**src/rtl/clk_div_pkg.sv**
```systemverilog
// Shared types and constants for the clk_div_bank divider bank.
package clk_div_pkg;

  typedef enum logic [1:0] {
    IDLE     = 2'd0,
    RUN      = 2'd1,
    RUN_PEND = 2'd2
  } chan_state_e;

  localparam int unsigned DEFAULT_DIV = 100000;

  // Channel-select width; a single-channel bank still gets a 1-bit select.
  function automatic int unsigned chan_idx_w(input int unsigned num_ch);
    return (num_ch > 1) ? $clog2(num_ch) : 1;
  endfunction

endpackage

```
**src/rtl/clk_div_chan.sv**
```systemverilog
// One divider channel: counter, run FSM, live/pending divide and tick/toggle outputs.
// Optional start phase under `define CLK_DIV_BANK_PHASE_EN.
module clk_div_chan
  import clk_div_pkg::*;
#(
  parameter int unsigned DIV_W   = 27,
  parameter int unsigned RST_DIV = 1
) (
  input  logic             clk,
  input  logic             rst_n,
  input  logic             en,
  input  logic             restart,
  input  logic             cfg_we,
  input  logic [DIV_W-1:0] cfg_div,
`ifdef CLK_DIV_BANK_PHASE_EN
  input  logic [DIV_W-1:0] cfg_phase,
`endif
  output logic             pending_c,
  output logic             tick,
  output logic             div_out
);

  chan_state_e      state;
  logic [DIV_W-1:0] cnt;
  logic [DIV_W-1:0] div_q;
  logic [DIV_W-1:0] pend_div;
  logic [DIV_W-1:0] load_cnt_c;
  logic [DIV_W-1:0] commit_div_c;
  logic             term_c;

`ifdef CLK_DIV_BANK_PHASE_EN
  logic [DIV_W-1:0] phase_q;
  assign load_cnt_c = cfg_we ? cfg_phase : phase_q;
`else
  assign load_cnt_c = '0;
`endif

  assign term_c    = (cnt == (div_q - DIV_W'(1)));
  assign pending_c = (state == RUN_PEND);

  // Divide value that becomes live when leaving RUN/RUN_PEND or on restart; a same-cycle write wins.
  assign commit_div_c = cfg_we ? cfg_div : (pending_c ? pend_div : div_q);

  always_ff @(posedge clk or negedge rst_n) begin
    if (!rst_n) begin
      state    <= IDLE;
      cnt      <= '0;
      div_q    <= DIV_W'(RST_DIV);
      pend_div <= '0;
      tick     <= 1'b0;
      div_out  <= 1'b0;
`ifdef CLK_DIV_BANK_PHASE_EN
      phase_q  <= '0;
`endif
    end else begin
`ifdef CLK_DIV_BANK_PHASE_EN
      if (cfg_we) phase_q <= cfg_phase;
`endif
      case (state)
        IDLE: begin
          cnt     <= '0;
          tick    <= 1'b0;
          div_out <= 1'b0;
          if (cfg_we) div_q <= cfg_div;
          if (en) begin
            state <= RUN;
            cnt   <= load_cnt_c;
          end
        end
        default: begin
          if (!en) begin
            state   <= IDLE;
            cnt     <= '0;
            tick    <= 1'b0;
            div_out <= 1'b0;
            div_q   <= commit_div_c;
          end else if (restart) begin
            state   <= RUN;
            cnt     <= load_cnt_c;
            tick    <= 1'b0;
            div_out <= 1'b0;
            div_q   <= commit_div_c;
          end else if (term_c) begin
            cnt     <= '0;
            tick    <= 1'b1;
            div_out <= ~div_out;
            if (pending_c) begin
              div_q <= pend_div;
              state <= RUN;
            end else if (cfg_we) begin
              pend_div <= cfg_div;
              state    <= RUN_PEND;
            end
          end else begin
            cnt  <= cnt + DIV_W'(1);
            tick <= 1'b0;
            if (cfg_we) begin
              pend_div <= cfg_div;
              state    <= RUN_PEND;
            end
          end
        end
      endcase
    end
  end

endmodule

```
**src/rtl/clk_div_bank.sv**
```systemverilog
// Bank of NUM_CH programmable clock dividers sharing one cfg port.
// Optional start phase per channel under `define CLK_DIV_BANK_PHASE_EN.
module clk_div_bank #(
  parameter int unsigned NUM_CH      = 4,
  parameter int unsigned DIV_W       = 27,
  parameter int unsigned DEFAULT_DIV = clk_div_pkg::DEFAULT_DIV
) (
  input  logic                                         clk,
  input  logic                                         rst_n,
  input  logic [NUM_CH-1:0]                            en,
  input  logic                                         restart,
  input  logic                                         cfg_valid,
  output logic                                         cfg_ready,
  input  logic [clk_div_pkg::chan_idx_w(NUM_CH)-1:0]   cfg_chan,
  input  logic [DIV_W-1:0]                             cfg_div,
`ifdef CLK_DIV_BANK_PHASE_EN
  input  logic [DIV_W-1:0]                             cfg_phase,
`endif
  output logic                                         cfg_err,
  output logic [NUM_CH-1:0]                            div_out,
  output logic [NUM_CH-1:0]                            tick
);
  import clk_div_pkg::*;

  localparam int unsigned CH_W   = chan_idx_w(NUM_CH);
  localparam int unsigned PAD_CH = 1 << CH_W;

  if (DEFAULT_DIV == 0) begin : g_bad_default_div
    $fatal(1, "clk_div_bank: DEFAULT_DIV must be >= 1");
  end
  if (NUM_CH == 0 || NUM_CH > 16) begin : g_bad_num_ch
    $fatal(1, "clk_div_bank: NUM_CH must be in 1..16");
  end

  logic [NUM_CH-1:0] pend_c;
  logic [NUM_CH-1:0] cfg_we_c;
  logic [PAD_CH-1:0] pend_pad_c;
  logic              chan_ok_c;
  logic              bad_c;
  logic              accept_c;

  // Pad the pending vector so any encodable channel index selects a defined bit.
  assign pend_pad_c = PAD_CH'(pend_c);
  assign chan_ok_c  = ({1'b0, cfg_chan} < (CH_W+1)'(NUM_CH));
  assign cfg_ready  = ~pend_pad_c[cfg_chan];

`ifdef CLK_DIV_BANK_PHASE_EN
  assign bad_c = (cfg_div == '0) || !chan_ok_c || (cfg_phase >= cfg_div);
`else
  assign bad_c = (cfg_div == '0) || !chan_ok_c;
`endif

  assign accept_c = cfg_valid && cfg_ready && !bad_c;

  always_ff @(posedge clk or negedge rst_n) begin
    if (!rst_n) cfg_err <= 1'b0;
    else        cfg_err <= cfg_valid && bad_c;
  end

  for (genvar i = 0; i < NUM_CH; i++) begin : g_chan
    assign cfg_we_c[i] = accept_c && (cfg_chan == CH_W'(i));

    clk_div_chan #(
      .DIV_W   (DIV_W),
      .RST_DIV (DEFAULT_DIV)
    ) u_chan (
      .clk       (clk),
      .rst_n     (rst_n),
      .en        (en[i]),
      .restart   (restart),
      .cfg_we    (cfg_we_c[i]),
      .cfg_div   (cfg_div),
`ifdef CLK_DIV_BANK_PHASE_EN
      .cfg_phase (cfg_phase),
`endif
      .pending_c (pend_c[i]),
      .tick      (tick[i]),
      .div_out   (div_out[i])
    );
  end

endmodule

```
**config.mk**
```make
export PLATFORM = sky130hd
export DESIGN_NAME = clk_div_bank
export DESIGN_NICKNAME = d
export VERILOG_FILES = /design/src/rtl/clk_div_pkg.sv /design/src/rtl/clk_div_chan.sv /design/src/rtl/clk_div_bank.sv
export SDC_FILE = /design/constraint.sdc
export NUM_CORES = 1
export LEC_CHECK = 0
export ABC_AREA = 1
export BUFFER_PORTS_ARGS = -buffer_cell sky130_fd_sc_hd__buf_2
export CORE_MARGIN = 5
export CORE_UTILIZATION = 55
export DETAILED_ROUTE_END_ITERATION = 10
export PLACE_DENSITY_LB_ADDON = 0.08
export SLEW_MARGIN = 20
export SYNTH_ARGS = -nofsm -noshare
export SYNTH_HDL_FRONTEND = slang
export SYNTH_SLANG_ARGS = --single-unit
```
**constraint.sdc**
```tcl
create_clock -name clk -period 3.52 [get_ports clk]
set_clock_uncertainty 0.15 [all_clocks]
set_input_delay 0.352 -clock clk [delete_from_list [all_inputs] [get_ports clk]]
set_output_delay 0.352 -clock clk [all_outputs]
set_load 0.005 [all_outputs]
```
Yosys cells after proc, flatten, opt, wreduce, memory -nomap -nowiden
Index checks and enable logic that the tools add are counted.
{"block": "op_classes", "addsub": 8, "magnitude_cmp": 1, "eq_ne": 27, "n_mux": 118, "bitwise": 10, "reduce_logical": 22}
{"cell": "2-to-1 mux 27 bit", "count": 56}
{"cell": "adder 27 x 1 -> 27 bit (second input constant)", "count": 4}
{"cell": "equality test 27 bit", "count": 4}
{"cell": "subtractor 27 x 1 -> 27 bit (second input constant)", "count": 4}
{"cell": "2-to-1 mux 2 bit", "count": 28}
{"cell": "2-to-1 mux 1 bit", "count": 33}
{"cell": "zero test 27 bit", "count": 1}
{"cell": "!= test 2 bit (second input constant)", "count": 8}
{"cell": "!= test 4 x 1 -> 1 bit (second input constant)", "count": 4}
{"cell": "AND reduction 4 bit", "count": 4}
{"cell": "equality test 2 bit (second input constant)", "count": 6}
{"cell": "zero test 2 bit", "count": 5}
{"cell": "inverter 1 bit", "count": 10}
{"cell": "!= test 2 x 1 -> 1 bit (second input constant)", "count": 4}
{"cell": "AND reduction 2 bit", "count": 4}
{"cell": "logical AND 1 bit", "count": 7}
{"cell": "less-than comparator 2 x 3 -> 1 bit (second input constant)", "count": 1}
{"cell": "binary-select mux 1 bit (select 2 bit)", "count": 1}
{"cell": "equality test 2 x 1 -> 1 bit (second input constant)", "count": 1}
{"cell": "zero test 1 bit", "count": 1}
{"block": "totals", "ff_bits": 341, "elab_cells": 211}

Logic depth before layout (Yosys ltp)
{"block": "depth", "ltp_word": 13, "ltp_mapped": 20}

Hierarchy
From an unflattened synthesis, not the netlist that was laid out.
{"block": "hier_totals", "cells_unflattened": 3275, "hier_area_um2": 22534.1}
{"mod": "clk_div_chan at g_chan[0].u_chan ...", "n_inst": 2, "cells_each": 818, "area_per_inst_um2": 5660.4}
{"mod": "clk_div_chan at g_chan[2].u_chan ...", "n_inst": 2, "cells_each": 785, "area_per_inst_um2": 5460.2}
{"mod": "clk_div_bank", "n_inst": 1, "cells_each": 69, "area_per_inst_um2": 292.8}

Worst setup path before layout
OpenSTA, ideal clock, no wires.
{"block": "synth_timing", "path_type": "reg2reg", "start": "reg g_chan[3].u_chan.div_q[0]", "end": "reg g_chan[3].u_chan.pend_div[18]", "setup_time_ps": 117, "t_arrival_ps": 2143, "t_required_ps": 3253, "path_slack_ps": 1110, "path_stages_with_launch": 16, "n_path_buf": 2, "period_less_slack_ps": 2410, "path_cell_list": "dfrtp_1 inv_2 ha_1 nand3_4 nor2_4 nand2_2 nor2_4 nand4_1 nand2_1 nand2_1 nor2_2 nand4_2 buf_2 buf_4 nand4_1 nand2_1"}
{"block": "synth_between", "elab_chain_len": 4, "elab_cells_between_ends": 5, "cone_classes": "1 x add/sub; 2 x eq/ne; 1 x mux; 1 x reduce/logical"}
{"item": "start: declaration", "line": "clk_div_chan.sv:25", "source": "logic [DIV_W-1:0] div_q;"}
{"item": "start signal: assignment", "line": "clk_div_chan.sv:48", "source": "div_q <= DIV_W'(RST_DIV);"}
{"item": "start signal: assignment", "line": "clk_div_chan.sv:64", "source": "if (cfg_we) div_q <= cfg_div;"}
{"item": "start signal: assignment", "line": "clk_div_chan.sv:76", "source": "div_q <= commit_div_c;"}
{"item": "subtractor 27 x 1 -> 27 bit (*)", "line": "clk_div_chan.sv:38", "source": "assign term_c = (cnt == (div_q - DIV_W'(1)));"}
{"item": "equality test 27 bit (*)", "line": "clk_div_chan.sv:38"}
{"item": "!= test 2 bit (no source line)"}
{"item": "AND reduction 4 bit (no source line)"}
{"item": "end signal: assignment", "line": "clk_div_chan.sv:91", "source": "pend_div <= cfg_div;"}
{"item": "end signal: assignment", "line": "clk_div_chan.sv:98", "source": "pend_div <= cfg_div;"}
{"item": "end: declaration", "line": "clk_div_chan.sv:26", "source": "logic [DIV_W-1:0] pend_div;"}
Mark *: on every way between the ends. The rest lies on a longest branch, timed or not.
A chain may end at the register's enable or synchronous reset.

Final worst setup path
{"block": "layout_timing", "start": "reg g_chan[3].u_chan.div_q[1]", "end": "reg g_chan[3].u_chan.div_q[1]"}
{"block": "layout_between", "elab_chain_len": 5, "elab_cells_between_ends": 10, "cone_classes": "1 x add/sub; 2 x eq/ne; 6 x mux; 1 x reduce/logical"}
{"item": "branches (longest 5 deep; another with subtractor 27 x 1 -> 27 bit)"}
Several ways; the timed one is not identified. The select of a mux whose other input is x is not followed.

==> reports/qor.txt <==
PortBufs -> 46
Critical Path AT -> 3470 ps
Post_cts resized -> 0
Die area -> 44,290 sq um
Crit. Startpoint -> g_chan[3].u_chan.div_q[1]$_DFFE_PN0P_
Max-cap violations -> 0
Fin crit period -> 3170 ps
Worst Path Buf+Inv -> 1
Synth Register Bits -> 341
Post-synth top area share -> 35.90%
Gr usage total -> 30.21%
Syn Nets -> 3,087
Count leader, synth -> nand2_1
Vias in the first global route -> 19,940
First-pass GRT wire length -> 107.8 mm
Starting Density -> 55.62%
Synth area leaders -> dfrtp_1 36%, nand2_1 15%, nand3_1 7.4%, nor2_1 6.1%, nand4_1 6.0%
Multi-input gate area -> 11,940 sq um
WS Path Type -> register to register
Crit-path max FO -> 27
Remaining DRCs -> 0
Placer congestion estimate -> 0.9945
Core outline area -> 39,730 sq um
Maximum number of pins on one net before global-route repair -> 98
Clk pwr share -> 35.1%
Final setup violating endpoints -> 0
Nets -> 3,125
PD cells -> 493.9 nW/um^2
Tcrit/Tclk final -> 90.06%
Share of layout cells above drive strength 1 -> 9.079%
Worst R2R Setup Slack -> 350 ps
Total net switching power -> 4.048 mW
Slowest stage delay, CP -> 410 ps
Worst Tran Pin Value -> 857.3 ps
Count of cell types in the netlist -> 49
Leakage power -> 12.20 nW
Synth top cells by count -> 901 x nand2_1, 359 x nor2_1, 326 x nand3_1, 317 x dfrtp_1, 212 x nand4_1
Setup TNS -> 0 ps
Setup Fix Bufs, Post-CTS -> 0
Sink Count -> 341
Initial antenna violation count -> 0
Crit start category -> register
Fill count -> 3,681
Synth-to-layout area growth -> 10.32%
Required @ worst endpoint -> 3820 ps
Diodes inserted -> 0
Crit end category -> register
CTS tree -> done
Dpl ws -> 373.0 ps
Max Slew Vio Count -> 0
Most frequent CP cell -> nand2_1
Die X -> 210.4 um
Avg Vias per Cell -> 5.738
Mapped Cells -> 3,042
Die extent in y -> 210.4 um
Cells along the critical path -> inv_1, ha_1, nand3_4, nor2_4, nand2_2, xor2_1, nand2_1, nor2_1, nand2_1, nor2_1, nand3_1, nand2_2, nand2_2, nand2_1, nand2_1
Wire per inst -> 18.69 um
Slowest cell on crit path -> dfrtp_1
Ys flop type -> dfrtp_1
Status -> finished, final reports clean
Site Rows -> 73
Final hold violations -> 0
Synth async-reset ratio -> 100.0%
Top cell type by total area after synthesis -> dfrtp_1
Gate power share -> 22.9%
Initial drt markers -> 2,075
Clock slew at reported path FFs -> 60 ps
Dpl hpwl -> 47.23 mm
EDFF count, synth -> 0
Setup ws final -> 349.9 ps
Num ports -> 47
Max Buffers Root-to-Sink -> 3
Hold Path Class -> input pin to register
Peak Freq -> 315.4 MHz
Root Driver -> clkbuf_16
Delay-heaviest family, CP -> simple AND/OR/NAND/NOR gates
Global route overflow -> 0
Drt first pass iters -> 6
Worst-Skew Late Latency -> 570 ps
FF/Latch Area -> 8563 sq um
CTS buffer count -> 41
Post-route antenna net violation count -> 0
Pint -> 7.993 mW
Slew HR -> 42.84%
Flop pwr share -> 42.0%
Yosys warns -> 0
FF-to-FF Start -> g_chan[3].u_chan.div_q[1]$_DFFE_PN0P_
H-tree depth -> 2
Synthesized area -> 22,100 sq um
Maximum vdd drop -> 426.3 uV
Register area share after synthesis -> 38.75%
Sw Ratio -> 33.62%
Final wirelength -> 67.85 mm
Unrepaired setup endpoints after global routing -> false
Total power -> 12.04 mW
Via Count -> 20,830
Hold Startpoint -> cfg_div[15]
Syn avg cell area -> 7.264 sq um
[layer usage]
metal | vias up | share of wire (%) | global-route usage, %
li1 | 10010 | - | -
met1 | 9877 | 44 | 43.40
met2 | 766 | 42 | 44.75
met3 | 179 | 9.5 | 6.906
met4 | 0 | 4.2 | 11.63
met5 | - | 0 | 0
[stage by stage]
stage               cells  instance area, sq um  util, %  hold WS [ps]
detailed placement   3540                 22850    57.51         307.8
global route         3631                 24380    61.36         16.69
global placement     3540                 22850    57.51         308.1
floorplan            3042                 22100        -        -93.59
CTS                  3631                 24380    61.36        0.5289
finish               3631                 24380    61.36         45.04
[path summary, 6_finish.rpt]
| kind | to | depth (start not counted) |
|---|---|---|
| max reg2reg | g_chan[3].u_chan.div_q[1]$_DFFE_PN0P_ | 15 |
| min reg2reg | g_chan[0].u_chan.pend_div[25]$_DFFE_PN0P_ | 2 |
| max in group asynchronous | g_chan[2].u_chan.div_q[15]$_DFFE_PN1P_ | 3 |
| min | g_chan[3].u_chan.pend_div[15]$_DFFE_PN0P_ | 3 |
| max | g_chan[3].u_chan.div_q[1]$_DFFE_PN0P_ | 15 |
| min in group asynchronous | g_chan[0].u_chan.cnt[25]$_DFF_PN0_ | 2 |
[sequential cells by signal (all words and copies together), names as in the netlist]
register / cells
g_chan.u_chan.cnt: 108
g_chan.u_chan.div_q: 108
g_chan.u_chan.pend_div: 108
g_chan.u_chan.state: 8
g_chan.u_chan.div_out: 4
g_chan.u_chan.tick: 4
cfg_err: 1
[area by class of cell]
type | count | share of cell area (%)
clock buffer | 60 | 4.953
sequential | 341 | 35.13
tap | 525 | 2.695
timing repair buffer | 134 | 4.229
clock inverter | 9 | 0.4157
inverter | 235 | 3.618
multi-input combinational | 2327 | 48.96
[layout by cell type (no fill, tap or decap), types with 62 or more instances in the layout]
master    netlist  final
dfrtp_1       317    317
nor2_1        359    359
xnor2_1        70     70
inv_1         211    211
nand3b_1       62     62
nand2_1       901    899
xor2_1        126    126
o21ai_0        64     64
nand4_1       212    212
nand3_1       326    326
[logic make-up after synthesis]
group | Yosys count | synth area share, %
muxes | 59 | 2.673
adders and majority gates | 8 | 0.4530
AOI/OAI and AO/OA | 97 | 2.423
buffers and inverters | 374 | 7.327
and+or+nand+nor | 1966 | 40.50
DFF | 341 | 38.75
xor gates and xnor gates | 197 | 7.870
[worst min-delay path, cell delays in order]
cell     delay, ps
buf_2          200
nand4_1        120
nand2_1         50
[power groups by stage]
stage,Sequential [mW],Clock (mW),Combinational [mW]
2_1_floorplan,4.88,0,2.05
3_3_place_gp,5.11,0,2.62
3_5_place_dp,5.11,0,2.70
4_1_cts,5.05,4.30,2.73
5_1_grt,5.11,4.45,3.13
6_report,5.06,4.23,2.75
[timing repair]
item	4_1_cts	5_1_grt
endpoints found under the setup margin	0	0
hold endpoints to repair	131	0
hold buffers	22	0
Power figures use the tool's default switching activity.
